--- src/rtl/dmem_responder.sv ---
// M-stage data-memory responder: posted one-entry store buffer,
// full-word load forwarding and a single-outstanding backing bus.
module dmem_responder #(
  parameter int ADDR_W = 32,
  parameter int DATA_W = 32
) (
  input  logic                   clk,
  input  logic                   reset,
  input  logic                   MemWriteM,
  input  logic                   MemtoRegM,
  input  logic [DATA_W/8-1:0]    ByteMaskM,
  input  logic [ADDR_W-1:0]      DataAdrM,
  input  logic [DATA_W-1:0]      WriteDataM,
  output logic [DATA_W-1:0]      ReadDataM,
  output logic                   MemStallM,
  output logic                   BusReqValid,
  input  logic                   BusReqReady,
  output logic                   BusWrite,
  output logic [ADDR_W-3:0]      BusAdr,
  output logic [DATA_W-1:0]      BusWData,
  output logic [DATA_W/8-1:0]    BusByteEn,
  input  logic                   BusRespValid,
  input  logic [DATA_W-1:0]      BusRData
);

  localparam int BE_W = DATA_W / 8;
  localparam int AW   = ADDR_W - 2;

  typedef enum logic [1:0] {
    IDLE, RD_REQ, RD_WAIT, RD_DONE
  } state_t;

  state_t              r_state;
  logic                r_wb_valid;
  logic [AW-1:0]       r_wb_adr;
  logic [DATA_W-1:0]   r_wb_data;
  logic [BE_W-1:0]     r_wb_mask;
  logic [DATA_W-1:0]   r_rdata;

  logic                w_drain;
  logic                w_rdreq;
  logic                w_hit;
  logic                w_unused;

  assign w_drain  = (r_state == IDLE) && r_wb_valid;
  assign w_rdreq  = (r_state == RD_REQ);
  assign w_hit    = r_wb_valid
                 && (r_wb_adr == DataAdrM[ADDR_W-1:2])
                 && (r_wb_mask == {BE_W{1'b1}});
  assign w_unused = ^DataAdrM[1:0];

  assign ReadDataM = r_rdata;
  assign MemStallM = (MemtoRegM && (r_state != RD_DONE))
                  || (MemWriteM && r_wb_valid);

  always_ff @(posedge clk or negedge reset) begin
    if (!reset) begin
      r_state    <= IDLE;
      r_wb_valid <= 1'b0;
      r_wb_adr   <= '0;
      r_wb_data  <= '0;
      r_wb_mask  <= '0;
      r_rdata    <= '0;
    end else begin
      if (w_drain && BusReqReady)
        r_wb_valid <= 1'b0;
      if (MemWriteM && !r_wb_valid) begin
        r_wb_valid <= 1'b1;
        r_wb_adr   <= DataAdrM[ADDR_W-1:2];
        r_wb_data  <= WriteDataM;
        r_wb_mask  <= ByteMaskM;
      end
      unique case (r_state)
        IDLE: begin
          // partial-mask hits wait for the drain, then read the bus
          if (MemtoRegM) begin
            if (w_hit) begin
              r_rdata <= r_wb_data;
              r_state <= RD_DONE;
            end else if (!r_wb_valid) begin
              r_state <= RD_REQ;
            end
          end
        end
        RD_REQ: begin
          if (BusReqReady) begin
            if (BusRespValid) begin
              r_rdata <= BusRData;
              r_state <= RD_DONE;
            end else begin
              r_state <= RD_WAIT;
            end
          end
        end
        RD_WAIT: begin
          if (BusRespValid) begin
            r_rdata <= BusRData;
            r_state <= RD_DONE;
          end
        end
        RD_DONE: r_state <= IDLE;
        default: r_state <= IDLE;
      endcase
    end
  end

  always_comb begin
    BusReqValid = 1'b0;
    BusWrite    = 1'b0;
    BusAdr      = '0;
    BusWData    = '0;
    BusByteEn   = '0;
    unique case (1'b1)
      w_drain: begin
        BusReqValid = 1'b1;
        BusWrite    = 1'b1;
        BusAdr      = r_wb_adr;
        BusWData    = r_wb_data;
        BusByteEn   = r_wb_mask;
      end
      w_rdreq: begin
        BusReqValid = 1'b1;
        BusAdr      = DataAdrM[ADDR_W-1:2];
        BusByteEn   = {BE_W{1'b1}};
      end
      default: ;
    endcase
  end

endmodule

--- config.mk ---
export PLATFORM = sky130hd
export DESIGN_NAME = dmem_responder
export DESIGN_NICKNAME = d
export VERILOG_FILES = /design/src/rtl/dmem_responder.sv
export SDC_FILE = /design/constraint.sdc
export NUM_CORES = 1
export LEC_CHECK = 0
export BUFFER_PORTS_ARGS = -buffer_cell sky130_fd_sc_hd__buf_2
export CORE_ASPECT_RATIO = 1.5
export CORE_MARGIN = 4
export CORE_UTILIZATION = 45
export DETAILED_ROUTE_END_ITERATION = 8
export PLACE_DENSITY = 0.81
export SYNTH_ARGS = -nofsm -noshare
export SYNTH_HDL_FRONTEND = slang
export SYNTH_SLANG_ARGS = --single-unit
export TNS_END_PERCENT = 100
--- constraint.sdc ---
create_clock -name clk -period 4.9 [get_ports clk]
set_clock_uncertainty 0.2 [all_clocks]
set_input_delay 0.245 -clock clk [delete_from_list [all_inputs] [get_ports clk]]
set_output_delay 0.245 -clock clk [all_outputs]
set_load 0.02 [all_outputs]
# After elaboration in Yosys (flattened, before gate mapping)
# Cells that the tools add are included.
# totals
register_bits	101
latch_bits	0
ramBits	0
rom_bits	0
input_bits	106
out_inout_bits	101
elab_cells	51
n_memories	0
# op_classes
addsub	0
n_mul	0
div	0
magnitude_cmp	0
eq_ne	11
n_shift	0
n_mux	19
bitwise	0
reduce_logical	15
# ops
cell	n
$mux W32	5
$pmux W32 S3	1
$pmux W30 S2	1
$eq A30 B30 Y1	1
$mux W2	5
$ne A2 B2 Y1 const B	5
$pmux W2 S4	1
$pmux W4 S2	1
$reduce_and A4 Y1	2
$logic_and A1 B1 Y1	7
$mux W1	5
$eq A2 B2 Y1 const B	2
$eq A4 B4 Y1 const B	1
$ne A3 B3 Y1 const B	1
$reduce_bool A3 Y1	1
$eq A2 B1 Y1 const B	1
$logic_not A2 Y1	1
$reduce_bool A2 Y1	1
$reduce_or A2 Y1	1
$logic_not A1 Y1	1
$logic_or A1 B1 Y1	1

# Depth between registers and ports, before layout
# depth
word_depth	6
depth_mapped	10
mapped_depth_nobuf	7

# Least setup slack after synthesis
# OpenSTA, ideal clock, no wires.
# synth_timing
path_kind	register to output
start	reg r_state[0]
end	out BusAdr[14]
arrival_time_ps	1949
t_required_ps	4455
slack_ps	2506
stages_incl_launch_ff	8
n_path_buf	3
path_cell_list	dfrtp_1 inv_1 ha_1 clkbuf_1 and2_1 clkbuf_1 buf_1 a22o_1
# synth_via
elab_chain_len	3
word_cells_on_any_way	4
cone_classes	1 x eq/ne; 1 x mux; 2 x reduce/logical
# synth_lines
item	line	rtl
from (decl)	33	state_t r_state;
from (signal assigned)	58	r_state <= IDLE;
from (signal assigned)	79	r_state <= RD_DONE;
from (signal assigned)	81	r_state <= RD_REQ;
$logic_not A2 Y1	45	assign w_drain = (r_state == IDLE) && r_wb_valid;
$logic_and A1 B1 Y1	45	
$pmux W30 S2 *	113	unique case (1'b1)
to (decl)	19	output logic [ADDR_W-3:0] BusAdr,
# Every way passes the cells marked *; elsewhere a longest branch is shown, timed or not.

# Worst setup path in the final report
# layout_timing
start	reg r_state[0]
end	out BusAdr[27]
# The elaborated chain is that of the path after synthesis.

==> reports/results.txt <==
The floorplan core area came out at 12600 um^2. The critical path buffer and inverter count was 4; the total count of hold-check failures in the final report was 0. Counting every net in the synthesized netlist gives 664. The cell taking the most area after synthesis is dfrtp_1. On the critical path, the stage with the largest delay is an instance of ha_2.

The tools report the post-synthesis sequential area ratio as 43.3%. The cell class contributing the biggest share of worst-path delay was buffers and inverters. The run gives 101 as the sink count of the clock tree. For this block, the routed nets add up to 18.6 mm of wire. Routability-driven placement finished with a final weighted congestion of 0.837.

The slew of the pin with the lowest slew margin works out to 1.15 ns. The minimum hold slack came out at 0.137 ns. STA classifies the critical path startpoint as a flop. For the number of antenna violations at the first check in global routing, the log shows 0. After synthesis, the share of flip-flops with an asynchronous set or reset is 100%.

In this run the core area contains 50 standard-cell rows. Among all flip-flop cells after synthesis, the most frequent one is dfrtp_1. The netlist uses 36 different library cells. The run gives 0 as the number of buffers inserted by post-CTS setup repair. The leakage power of the design was 3.78 nW; the setup violation total in the final timing report was 0. Averaged over all synthesized cells, the footprint is 10.5 um^2. The maximum number of pins on one net before global-route repair was 79; the flip-flop and latch count after synthesis was 101. The tree is rooted in a clkbuf_16. 0 antenna diodes ended up in the layout. The cell that appears most often on the critical path is buf_4. The tools report the nature of the critical path endpoint as an output port. By startpoint and endpoint, the worst setup path is classified as reg2out.

The worst-path maximum fanout was 56; the signal arrival time at the worst endpoint was 3.33 ns. Global routing used 28.2% of the available met1 tracks. Counting flops with a built-in enable in the synthesized netlist gives 0.

The worst path uses 77.0% of the clock period. The number of I/O pins is 207. In the post-synthesis netlist, the cell with the most instances is dfrtp_1. The logs give 46.5% for the starting utilization of the core area and 0 for the number of nets with antenna violations after detailed routing. The routed via count divided by cell count was 5.89. Before antenna repair, the detailed router went through 4 iterations.

Summed over all layers, the global routing overflow is 0. The die is 148 um tall. After synthesis, the most frequently instantiated cells are 101 x dfrtp_1, 66 x mux2_2, 37 x clkbuf_1, 33 x a21oi_1. The tools report the maximum clock path buffer count as 2. The power density of the placed cells came out at 746 nW/um^2.

The maximum vdd drop came out at 0.000521 V. The min-delay analysis places its worst path in the category in2reg. The HPWL after detailed placement is 11.7 mm. The netlist area before placement came out at 5840 um^2. Before CTS, the worst setup slack after placement is 1.57 ns. The tool flagged a number of max-cap violations equal to 0.

In the global route stage, met3 resource usage came out at 6.37%. The first global-routing pass estimated 30.1 mm of wire. The tools report the data required time at the worst endpoint as 4.45 ns.

TritonCTS built the clock tree. In the final timing run, aggregate negative setup slack is 0 ns. After global routing, the most crowded layer is met2.

The number of instances in the synthesized netlist is 554, and the number of buffer cells added on primary ports is 204. The routed layout has 5598 vias. The all-layer global routing usage was 25.1%; the number of buffers added by the clock tree synthesis step was 9. For this run, the number of Yosys warnings is 0. Instance count after placement with tap cells included: 866.

Walking the worst path, the cells encountered are inv_1 -> ha_2 -> buf_4 -> and2_1 -> buf_4 -> a22o_1 -> buf_2. The post-route netlist has 37.7% of its cells at a drive strength greater than 1. In the post-synthesis netlist, the biggest area contributors are dfrtp_1 43%, mux2_2 13%, mux2i_1 5.5%. Derived from the worst setup path, the maximum achievable clock frequency is 265 MHz. The floorplan step defined a die boundary enclosing 14900 um^2.

The clock latency on the worst-skew pair is 0.35 ns. Clock-pin slew was measured on the worst setup and hold paths at 0.08 ns. Global routing used 42.9% of the available met2 tracks.

The first-iteration detailed-routing DRC count came out at 230. Setup repair after global routing left no endpoint under its margin. The top cell type by area accounts for 43.3% of the synthesized area.

The residual DRC count came out at 0. From left edge to right edge, the die measures 101 um. The H-tree was split into 3 levels.

Final critical delay including setup and external delays: 3.77 ns. The peak per-stage delay on the critical path is 0.71 ns, and the routed wire length per instance is 19.6 um. For this run, the post-layout net count is 900. In this run the tightest slew margin relative to its limit is 23.4%. The flow ran to the end, and the final reports show no timing, DRC or antenna violations.

The tools report the final worst slack as 1.13 ns. The logs give 0 for the count of final max-slew check failures and 951 for the non-filler instance count after layout. The number of global-route vias before repair is 6022, and the layout overhead on the synthesized area is 34.8%.
[area by class of cell]
class                   instances  area, um^2
multi-input cells             390        3040
repair buffers                283        1790
fillers                       982        4700
flip-flops and latches        101        2530
inverters                       5        18.8
well taps                     156         195
clock inverters                 6        70.1
clock buffers                  10         239
[power by group]
group | internal, mW | switching [mW]
combinational | 1.40 | 2.05
sequential | 1.28 | 0.400
clock | 0.414 | 0.334
[sequential cells by signal (all words and copies together) (netlist names)]
name	cells
ReadDataM	32
r_state	2
r_wb_valid	1
r_wb_data	32
r_wb_mask	4
r_wb_adr	30
[worst min-delay path, cell delays in order]
cell and delay (ns):
buf_2 0.08, mux2i_1 0.07, nor3_1 0.13, a21oi_1 0.06, nand3_1 0.06
[kinds of logic (layout without fill, tap and decap cells)]
logic type                 Yosys count  in the layout  synth area share, %
buffers and inverters               63            304                 4.95
adders and majority gates            4              4                0.857
muxes                               98             98                 18.2
and+or+nand+nor                    151            151                 15.3
xor gates and xnor gates            30             30                 4.50
DFF                                101            101                 43.3
AOI/OAI and AO/OA                  107            107                 12.9
[routing by layer]
metal	share of wire [%]	vias up
li1	-	2573
met1	36	2727
met2	52	234
met3	6.9	64
met4	4.6	0
met5	0	-
[cells in the final DEF, fill, tap and decap left out, drive strengths merged, types with 2 or more instances in the layout]
cell	Yosys	layout
buf	21	214
nor2b	3	3
nor4	7	7
a21oi	33	33
nand2	3	3
dlygate4sd3	0	69
clkinvlp	0	3
a21o	4	4
a22o	30	30
inv	5	7
a31oi	2	2
clkbuf	37	10
xor2	30	30
nand4	3	3
and3	32	32
or2	2	2
mux2i	32	32
nor3	32	32
mux2	66	66
ha	4	4
o21ai	2	2
nor2	2	2
o211ai	32	32
dfrtp	101	101
or4	32	32
nand3	32	32
[through the flow]
step / instance area, um^2 / total power [mW] / util, %
after global placement: 6880 / 4.87 / 54.7
after floorplan: 5840 / 4.06 / -
after detailed placement: 6880 / 5.02 / 54.7
final: 7880 / 5.88 / 62.6
after global routing: 7880 / 6.29 / 62.6
after CTS: 7880 / 5.83 / 62.6
[path summary, 6_finish.rpt]
path	start	end	slack [ns]	cells past startpoint
worst min register to register	ReadDataM[21]	ReadDataM[21]	0.32	2
worst min-delay path	BusRData[0]	ReadDataM[0]	0.14	5
worst max register to register	r_state[0]	r_wb_valid	1.33	7
min in group asynchronous	reset	r_wb_data[9]	0.25	2
max in group asynchronous	reset	ReadDataM[1]	3.06	3
worst max-delay path	r_state[0]	BusAdr[27]	1.13	7
[repair_timing]
item | in CTS | in global routing
gates resized for setup | 0 | 0
setup endpoints to repair | 0 | 0
hold buffers | 69 | 0
endpoints found under the hold margin | 111 | 0
No activity file was read; power rests on OpenSTA's default activity.
